--- src/rtl/i2c_slave_addr_detect_pkg.sv ---
// Shared types for the I2C slave address front end.
// State encoding of the address-phase FSM and the general-call byte value.
// Imported by the top; no logic lives here.
package i2c_addr_pkg;

  typedef enum logic [2:0] {
    IDLE,
    ADDR,
    ACK,
    DATA,
    IGNORE
  } addr_states_t;

  localparam logic [7:0] GEN_CALL_ADDR = 8'h00;

endpackage

--- src/rtl/i2c_slave_addr_detect_sync.sv ---
// Pin synchroniser: SYNC_STAGES flop chain bringing a raw I2C pin into FPGA_clk.
// Latency: SYNC_STAGES cycles from pin to output.
// Resets to 1 so an idle (pulled-up) bus is presented while rst is held.
module i2c_sync #(
  parameter int SYNC_STAGES = 2
) (
  input  logic FPGA_clk,
  input  logic rst,
  input  logic pin_in,
  output logic pin_sync
);

  logic [SYNC_STAGES-1:0] sync_q;
  logic [SYNC_STAGES-1:0] sync_d;

  // Shift the raw pin into the bottom of the chain
  always_comb begin
    sync_d = {sync_q[SYNC_STAGES-2:0], pin_in};
  end

  // Chain register, idle-high reset
  always_ff @(posedge FPGA_clk or posedge rst) begin
    if (rst) begin
      sync_q <= '1;
    end else begin
      sync_q <= sync_d;
    end
  end

  assign pin_sync = sync_q[SYNC_STAGES-1];

endmodule

--- src/rtl/i2c_slave_addr_detect.sv ---
// I2C slave front end: pin sync, START/STOP detect, address match, address ACK, data-in enable.
// Latency: pins->SCL/SDA SYNC_STAGES cycles; detect pulses one cycle after the synced condition.
// No backpressure; optional general-call acceptance is built with macro GENERAL_CALL_EN.
module i2c_slave_addr_detect
  import i2c_addr_pkg::*;
#(
  parameter logic [6:0] SLAVE_ADDR  = 7'h42,
  parameter int         SYNC_STAGES = 2
) (
  input  logic FPGA_clk,
  input  logic rst,
  input  logic SCL_in,
  input  logic SDA_in,
  output logic SCL,
  output logic SCL_prev,
  output logic SDA,
  output logic SDA_prev,
  output logic start_det,
  output logic stop_det,
  output logic addr_match,
  output logic rw,
  output logic gen_call,
  output logic SDA_down,
  output logic data_en,
  output logic busy
);

  logic scl_s, sda_s;
  logic scl_prev_q, scl_prev_d;
  logic sda_prev_q, sda_prev_d;

  addr_states_t state_q, state_d;
  logic [7:0]   shift_q, shift_d;
  logic [2:0]   bit_cnt_q, bit_cnt_d;
  logic         byte_full_q, byte_full_d;
  logic         start_det_q, start_det_d;
  logic         stop_det_q, stop_det_d;
  logic         addr_match_q, addr_match_d;
  logic         rw_q, rw_d;
  logic         sda_down_q, sda_down_d;
  logic         data_en_q, data_en_d;
  logic         busy_q, busy_d;

`ifdef GENERAL_CALL_EN
  logic         gen_call_q, gen_call_d;
`endif

  logic scl_rise, scl_fall, start_c, stop_c, slave_hit;

  i2c_sync #(.SYNC_STAGES(SYNC_STAGES)) u_sync_scl (
    .FPGA_clk (FPGA_clk),
    .rst      (rst),
    .pin_in   (SCL_in),
    .pin_sync (scl_s)
  );

  i2c_sync #(.SYNC_STAGES(SYNC_STAGES)) u_sync_sda (
    .FPGA_clk (FPGA_clk),
    .rst      (rst),
    .pin_in   (SDA_in),
    .pin_sync (sda_s)
  );

  // SDA can only form START/STOP while SCL is stable high, so an SDA edge
  // coincident with an SCL edge is never mistaken for a bus condition.
  assign scl_rise = scl_s & ~scl_prev_q;
  assign scl_fall = ~scl_s & scl_prev_q;
  assign start_c  = scl_s & scl_prev_q & sda_prev_q & ~sda_s;
  assign stop_c   = scl_s & scl_prev_q & ~sda_prev_q & sda_s;

  // A general-call byte is never claimed through the plain address path,
  // which only matters if SLAVE_ADDR is ever set to 0.
  assign slave_hit = (shift_q[7:1] == SLAVE_ADDR) && (shift_q != GEN_CALL_ADDR);

  // Next-state and output decode; START/STOP override every state transition
  always_comb begin
    scl_prev_d   = scl_s;
    sda_prev_d   = sda_s;
    state_d      = state_q;
    shift_d      = shift_q;
    bit_cnt_d    = bit_cnt_q;
    byte_full_d  = byte_full_q;
    start_det_d  = 1'b0;
    stop_det_d   = 1'b0;
    addr_match_d = 1'b0;
    rw_d         = rw_q;
    sda_down_d   = sda_down_q;
    data_en_d    = data_en_q;
    busy_d       = busy_q;
`ifdef GENERAL_CALL_EN
    gen_call_d   = gen_call_q;
`endif

    if (start_c) begin
      start_det_d = 1'b1;
      busy_d      = 1'b1;
      data_en_d   = 1'b0;
      sda_down_d  = 1'b0;
      bit_cnt_d   = 3'd0;
      shift_d     = 8'h00;
      byte_full_d = 1'b0;
      state_d     = ADDR;
    end else if (stop_c) begin
      stop_det_d  = 1'b1;
      busy_d      = 1'b0;
      data_en_d   = 1'b0;
      sda_down_d  = 1'b0;
      byte_full_d = 1'b0;
      state_d     = IDLE;
    end else begin
      case (state_q)
        IDLE: begin
        end
        ADDR: begin
          if (scl_rise) begin
            shift_d   = {shift_q[6:0], sda_s};
            bit_cnt_d = bit_cnt_q + 3'd1;
            // The 3-bit counter wraps on the 8th bit; remember the byte is complete
            if (bit_cnt_q == 3'd7) begin
              byte_full_d = 1'b1;
            end
          end else if (scl_fall && byte_full_q) begin
            byte_full_d = 1'b0;
            if (slave_hit) begin
              rw_d         = shift_q[0];
              addr_match_d = 1'b1;
              sda_down_d   = 1'b1;
              state_d      = ACK;
`ifdef GENERAL_CALL_EN
              gen_call_d   = 1'b0;
            end else if (shift_q == GEN_CALL_ADDR) begin
              rw_d         = 1'b0;
              gen_call_d   = 1'b1;
              addr_match_d = 1'b1;
              sda_down_d   = 1'b1;
              state_d      = ACK;
`endif
            end else begin
              state_d = IGNORE;
            end
          end
        end
        ACK: begin
          // Hold the ACK through the 9th SCL high, hand over at its falling edge
          if (scl_fall) begin
            sda_down_d = 1'b0;
            data_en_d  = 1'b1;
            state_d    = DATA;
          end
        end
        DATA: begin
          data_en_d = 1'b1;
        end
        IGNORE: begin
        end
        default: begin
          state_d = IDLE;
        end
      endcase
    end
  end

  // State and output registers; idle-bus values on reset
  always_ff @(posedge FPGA_clk or posedge rst) begin
    if (rst) begin
      scl_prev_q   <= 1'b1;
      sda_prev_q   <= 1'b1;
      state_q      <= IDLE;
      shift_q      <= 8'h00;
      bit_cnt_q    <= 3'd0;
      byte_full_q  <= 1'b0;
      start_det_q  <= 1'b0;
      stop_det_q   <= 1'b0;
      addr_match_q <= 1'b0;
      rw_q         <= 1'b0;
      sda_down_q   <= 1'b0;
      data_en_q    <= 1'b0;
      busy_q       <= 1'b0;
    end else begin
      scl_prev_q   <= scl_prev_d;
      sda_prev_q   <= sda_prev_d;
      state_q      <= state_d;
      shift_q      <= shift_d;
      bit_cnt_q    <= bit_cnt_d;
      byte_full_q  <= byte_full_d;
      start_det_q  <= start_det_d;
      stop_det_q   <= stop_det_d;
      addr_match_q <= addr_match_d;
      rw_q         <= rw_d;
      sda_down_q   <= sda_down_d;
      data_en_q    <= data_en_d;
      busy_q       <= busy_d;
    end
  end

`ifdef GENERAL_CALL_EN
  // General-call flag register
  always_ff @(posedge FPGA_clk or posedge rst) begin
    if (rst) begin
      gen_call_q <= 1'b0;
    end else begin
      gen_call_q <= gen_call_d;
    end
  end
  assign gen_call = gen_call_q;
`else
  assign gen_call = 1'b0;
`endif

  assign SCL        = scl_s;
  assign SCL_prev   = scl_prev_q;
  assign SDA        = sda_s;
  assign SDA_prev   = sda_prev_q;
  assign start_det  = start_det_q;
  assign stop_det   = stop_det_q;
  assign addr_match = addr_match_q;
  assign rw         = rw_q;
  assign SDA_down   = sda_down_q;
  assign data_en    = data_en_q;
  assign busy       = busy_q;

endmodule

--- config.mk ---
export PLATFORM = sky130hd
export DESIGN_NAME = i2c_slave_addr_detect
export DESIGN_NICKNAME = d
export VERILOG_FILES = /design/src/rtl/i2c_slave_addr_detect_pkg.sv /design/src/rtl/i2c_slave_addr_detect_sync.sv /design/src/rtl/i2c_slave_addr_detect.sv
export SDC_FILE = /design/constraint.sdc
export NUM_CORES = 1
export LEC_CHECK = 0
export ABC_AREA = 0
export BUFFER_PORTS_ARGS = -buffer_cell sky130_fd_sc_hd__buf_4
export CORE_ASPECT_RATIO = 1.1
export CORE_MARGIN = 5
export CORE_UTILIZATION = 49
export CTS_CLUSTER_DIAMETER = 40
export DETAILED_ROUTE_END_ITERATION = 10
export PLACE_DENSITY = 0.71
export SYNTH_ARGS = -nofsm -noshare
export SYNTH_HDL_FRONTEND = slang
export SYNTH_HIERARCHICAL = 1
export SYNTH_SLANG_ARGS = --single-unit
--- constraint.sdc ---
create_clock -name FPGA_clk -period 2 [get_ports FPGA_clk]
set_input_delay 0.3 -clock FPGA_clk [delete_from_list [all_inputs] [get_ports FPGA_clk]]
set_output_delay 0.3 -clock FPGA_clk [all_outputs]
set_load 0.01 [all_outputs]
==> results.py, run 1 <==
metrics = {
    "outcome": {
        "outcome": "completed",
    },
    "floorplan": {
        "coreArea_um2": 2250,
        "dieArea_um2": 3410,
        "start_util_pct": 51.0,
        "core.rowCount": 18,
        "io_pins": 16,
        "die_h_um": 60.8,
        "die_w_um": 56.2,
    },
    "min_path": {
        "hold_class": "in -> reg",
        "hold_path_end": "u_sync_sda/sync_q[0]",
        "min_from": "SDA_in",
        "whs_path_depth": 1,
    },
    "global_route": {
        "grt_use_total_pct": 13.3,
        "first_global_vias": 730,
        "grt_max_degree": 25,
        "antenna_found_initial": 0,
        "grt_pass1_wl_um": 3480,
        "grt-ovfl-total": 0,
    },
    "detailed_routing": {
        "ant_nets": 0,
        "drt-met1-wl_um": 956,
        "wire_per_inst_um": 14.7,
        "via_per_inst": 5.40,
        "num_vias": 745,
        "drtIter0Drc": 19,
        "dr.max_layer_used": "met4",
        "totalWireLength_um": 2040,
        "first_pass_iters": 4,
        "drc": 0,
        "routed-wl-met3_um": 80,
        "met2_length_um": 963,
    },
    "clock_network": {
        "cts_tree": "built",
        "post_cts.repair.setup_buffers": 0,
        "worst_skew_pair.late_latency_ns": 0.32,
        "cts_root_buf": "clkbuf_4",
        "cts_max_level": 1,
        "cts_buffer_depth": 2,
        "ctsResizeCount": 0,
        "cts.sinks": 28,
        "cts_buffers": 3,
        "clkSlewWorstSetupHoldPaths_ns": 0.15,
        "cts_hold_buf": 1,
    },
    "synthesis": {
        "syn_area_um2": 1150,
        "synth_edf_count": 0,
        "async_flop_share_pct": 100,
        "synth_area_leaders": "dfrtp_1 (48%), dfstp_2 (14%), a22o_1 (6.9%), o21bai_1 (2.6%), inv_1 (2.3%)",
        "syn_inst": 89,
        "yosysWarnings": 6,
        "yosysTopAreaCell": "dfrtp_1",
        "synth_sequential_area_ratio_pct": 61.7,
        "synth_top_family_by_area": "compound AO/OA/AOI/OAI gates",
        "yosysTopAreaCellShare_pct": 47.9,
        "synth_ff_type": "dfrtp_1",
        "muxShareOfSynthArea_pct": 3.16,
        "synth_xor_area_share_pct": 0.763,
        "synth_compound_area_share_pct": 16.4,
        "synth_common_cells": "dfrtp_1 (22), a22o_1 (9), inv_1 (7), dfstp_2 (6), a21oi_1 (5)",
        "yosysMostFrequentCell": "dfrtp_1",
        "synthesis.nets": 95,
        "synthAdderAreaFrac_pct": 2.18,
        "ys_types": 34,
        "synth_seq_cells": 28,
        "synthSimpleGateAreaFrac_pct": 10.9,
        "postSynthAreaPerCell_um2": 12.9,
    },
    "power": {
        "ir_drop_mv": 0.610,
        "powerDensity_nw_per_um2": 971,
        "leakage_uw": 0.000662,
        "p_total_uw": 1290,
    },
    "setup_path": {
        "cp_top_family": "simple AND/OR/NAND/NOR gates",
        "r2r_slack_ns": 0.09,
        "path_common_cell": "or4_4",
        "cp-end-kind": "flop",
        "timing.rr.end": "rw",
        "arrival_ns": 2.13,
        "r2r-start": "shift_q[3]",
        "slowest_stage": "or4_4",
        "path_max_fanout": 4,
        "cp_cell_sequence": "or4_4 > or4_4 > mux2_4",
        "cp_num_buf_inv": 0,
        "cp-start-kind": "flop",
        "rr_worst_depth": 3,
        "slowest_delay_ns": 0.55,
        "required_ns": 2.22,
        "crit_type": "reg -> reg",
    },
    "finish": {
        "n_antenna_cell": 0,
        "post-route-util_pct": 59.1,
        "area_delta_synth_final_pct": 15.9,
        "regArea_um2": 708,
        "stdcell_count": 138,
        "nNetsFinal": 115,
        "fill_cells": 204,
        "multiInputGateArea_um2": 388,
        "drive_above_1_share_pct": 30.6,
    },
    "sta": {
        "post-route-period-util_pct": 95.5,
        "hold_viol": 0,
        "holdWs_ns": 0.0720,
        "period_needed_ns": 1.91,
        "finClkSkew_ns": 0.00647,
        "drv_slew": 0,
        "rsz0062_at_grt": "false",
        "finalSetupTns_ns": 0,
        "max_freq_mhz": 524,
        "setup_viol": 0,
    },
    "placed_design": {
        "dpl.cell_count": 133,
        "hpwl_um": 1500,
        "port_buffers": 14,
        "gp_congestion": 0.937,
    },
    "run": {
        "max-cap-violations": 0,
    },
}
power breakdown:
| part | total [uW] | switching (uW) | internal (uW) |
|---|---|---|---|
| registers | 759 | 89.5 | 669 |
| logic | 298 | 127 | 171 |
| clock network | 236 | 158 | 78.0 |
metal layers:
layer  global-route usage, %  up-vias
met2                    20.9       13
li1                        -      358
met3                    2.77        4
met5                       0        -
met1                    18.0      370
met4                    6.10        0
registers in the layout, indices dropped and copies added (netlist names):
signal	count
start_det	1
stop_det	1
SCL_prev	1
u_sync_scl/sync_q	2
shift_q	8
bit_cnt_q	3
addr_match	1
rw	1
SDA_prev	1
u_sync_sda/sync_q	2
byte_full_q	1
busy	1
SDA_down	1
data_en	1
state_q	3
per-stage QoR:
step                      setup WS [ns]  instance area, um2
after floorplan                   0.173                1150
after global placement            0.156                1290
after detailed placement          0.113                1290
after CTS                        0.0822                1330
after global routing             0.0755                1330
final                            0.0905                1330
area by class of cell:
type | instances | share of cell area (%)
timing repair buffer | 19 | 10.9
multi-input combinational | 50 | 29.1
tap | 30 | 2.82
clock buffer | 4 | 1.97
inverter | 7 | 1.97
sequential | 28 | 53.2
placed cells by master (no fill, tap or decap), types with 2 or more instances in the layout:
master and count:
dfstp_2 6, a22o_2 2, ha_1 2, nand2_1 2, nand3b_1 2, o21bai_1 4
buf_4 18, a21oi_1 5, or4_4 2, a22o_1 9, nor2_1 3, inv_1 7
dfrtp_1 22, clkbuf_4 3
kinds of logic (layout without fill, tap and decap cells):
family | Yosys count | count (layout)
compound gates | 25 | 25
xor+xnor | 1 | 1
fa+ha+maj | 2 | 2
buf+inv | 11 | 30
flops | 28 | 28
mux | 3 | 3
other cells | 1 | 1
simple gates | 18 | 18
how the worst max path moves through the flow:
stage                     from  end  slack (ns)  depth (start not counted)
finish              shift_q[3]   rw        0.09                          3
global route        shift_q[3]   rw        0.08                          3
CTS                 shift_q[3]   rw        0.08                          3
detailed placement  shift_q[3]   rw        0.11                          3
global placement    shift_q[3]   rw        0.16                          3
floorplan           shift_q[3]   rw        0.17                          3
worst reg2reg max path, cell delays in order (launching register included):
cell	delay [ns]
dfrtp_1	0.43
or4_4	0.55
or4_4	0.53
mux2_4	0.31
Note: power is estimated with default switching activity, not from simulation.
==> run 2, diff against run 1 <==
Settings changed: RECOVER_POWER from default to 100.
==> results.py, run 2 (synthesis results as in run 1) <==
metrics = {
    "outcome": {
        "outcome": "completed",
    },
    "clock_network": {
        "ctsResizeCount": 0,
        "cts_buffer_depth": 2,
        "cts_root_buf": "clkbuf_4",
        "cts_buffers": 3,
        "cts.sinks": 28,
        "cts_max_level": 1,
        "clkSlewWorstSetupHoldPaths_ns": 0.14,
        "cts_tree": "built",
        "worst_skew_pair.late_latency_ns": 0.32,
    },
    "sta": {
        "maxSlewHeadroom_pct": 18.1,
        "drv_slew": 0,
        "rsz0062_at_grt": "false",
        "worst_pin_slew_ns": 1.23,
        "period_needed_ns": 1.94,
        "holdWs_ns": 0.0764,
        "finalSetupTns_ns": 0,
        "hold_viol": 0,
        "max_freq_mhz": 516,
        "post-route-period-util_pct": 96.8,
        "finClkSkew_ns": 0.0112,
        "setup_viol": 0,
    },
    "floorplan": {
        "die_h_um": 60.8,
        "start_util_pct": 51.0,
        "dieArea_um2": 3410,
        "coreArea_um2": 2250,
        "die_w_um": 56.2,
        "core.rowCount": 18,
        "io_pins": 16,
    },
    "setup_path": {
        "cp-end-kind": "flop",
        "cp_top_family": "simple AND/OR/NAND/NOR gates",
        "crit_type": "reg -> reg",
        "path_common_cell": "or4_4",
        "rr_worst_depth": 3,
        "cp_num_buf_inv": 0,
        "cp_cell_sequence": "or4_4 > or4_4 > mux2_1",
        "cp-start-kind": "flop",
        "slowest_delay_ns": 0.55,
        "required_ns": 2.21,
        "timing.rr.end": "rw",
        "r2r-start": "shift_q[3]",
        "slowest_stage": "or4_4",
        "r2r_slack_ns": 0.06,
        "arrival_ns": 2.15,
        "path_max_fanout": 4,
    },
    "global_route": {
        "grt_pass1_wl_um": 3480,
        "grt-ovfl-total": 0,
        "grt_use_total_pct": 13.3,
        "antenna_found_initial": 0,
        "grt_max_degree": 25,
        "first_global_vias": 730,
    },
    "detailed_routing": {
        "totalWireLength_um": 2030,
        "drtIter0Drc": 18,
        "first_pass_iters": 4,
        "via_per_inst": 5.36,
        "num_vias": 740,
        "ant_nets": 0,
        "drc": 0,
        "wire_per_inst_um": 14.7,
    },
    "finish": {
        "final_cell_mix": "dfrtp_1 (22), clkbuf_1 (13), a22o_1 (9)",
        "largest-register": "shift_q",
        "nNetsFinal": 115,
        "fill_cells": 217,
        "area_delta_synth_final_pct": 11.7,
        "top_regs": "shift_q: 8 flops, bit_cnt_q: 3 flops, state_q: 3 flops",
        "n_antenna_cell": 0,
        "drive_above_1_share_pct": 14.8,
        "largest_reg_flops": 8,
        "final_common_cell": "dfrtp_1",
    },
    "power": {
        "powerDensity_nw_per_um2": 996,
        "p_clk_share_pct": 18.1,
        "power_frac_seq_pct": 59.1,
        "power.internal_uw": 909,
        "switchingPower_uw": 368,
        "swShare_pct": 28.8,
        "leakage_uw": 0.000610,
        "pwr-share-comb_pct": 22.8,
        "ir_drop_mv": 0.609,
    },
    "placed_design": {
        "gp_congestion": 0.937,
        "port_buffers": 14,
        "hpwl_um": 1500,
    },
    "min_path": {
        "hold_path_end": "u_sync_scl/sync_q[0]",
        "min_from": "SCL_in",
        "whs_path_depth": 1,
        "hold_class": "in -> reg",
    },
    "run": {
        "max-cap-violations": 0,
    },
}
run 2: final cells by class:
cell class	count	area (um2)	area share [%]
well taps	30	37.5	2.93
clock buffers	4	26.3	2.05
repair buffers	19	100	7.80
multi-input cells	50	384	30.0
flip-flops and latches	28	708	55.2
inverters	7	26.3	2.05
run 2: how the worst max path moves through the flow:
stage                               startpoint  to  cells after the start  slack, ns
after global placement              shift_q[3]  rw                      3       0.16
after floorplan                     shift_q[3]  rw                      3       0.17
final                               shift_q[3]  rw                      3       0.06
after detailed placement            shift_q[3]  rw                      3       0.11
after global routing      u_sync_scl/sync_q[1]  rw                      4       0.04
after CTS                           shift_q[3]  rw                      3       0.08
run 2: through the flow:
step	instances	cell area [um2]	utilization (%)	total power (uW)	setup WS [ns]
2_1_floorplan	89	1150	-	970	0.173
3_3_place_gp	133	1290	57.5	1040	0.156
3_5_place_dp	133	1290	57.5	1070	0.113
4_1_cts	138	1330	59.1	1300	0.0822
5_1_grt	138	1280	56.9	1370	0.0423
6_report	138	1280	56.9	1280	0.0631
run 2: power by group through the flow:
| stage | Combinational [uW] | Clock [uW] | Sequential (uW) |
|---|---|---|---|
| floorplan | 225 | 0 | 746 |
| global placement | 287 | 0 | 758 |
| detailed placement | 300 | 0 | 767 |
| CTS | 304 | 240 | 756 |
| global route | 333 | 265 | 769 |
| finish | 291 | 231 | 755 |
run 2: repair_timing:
action,CTS,global route
hold buffers,1,0
buffers inserted,0,0
endpoints found under the hold margin,3,0
run 2: metal layers:
layer  part of all wire (%)  up-vias  track usage, %
met5                      0        -               0
met4                    1.7        0            6.10
met3                    3.5        4            2.77
met2                     48       13            20.9
met1                     47      366            18.0
li1                       -      357               -
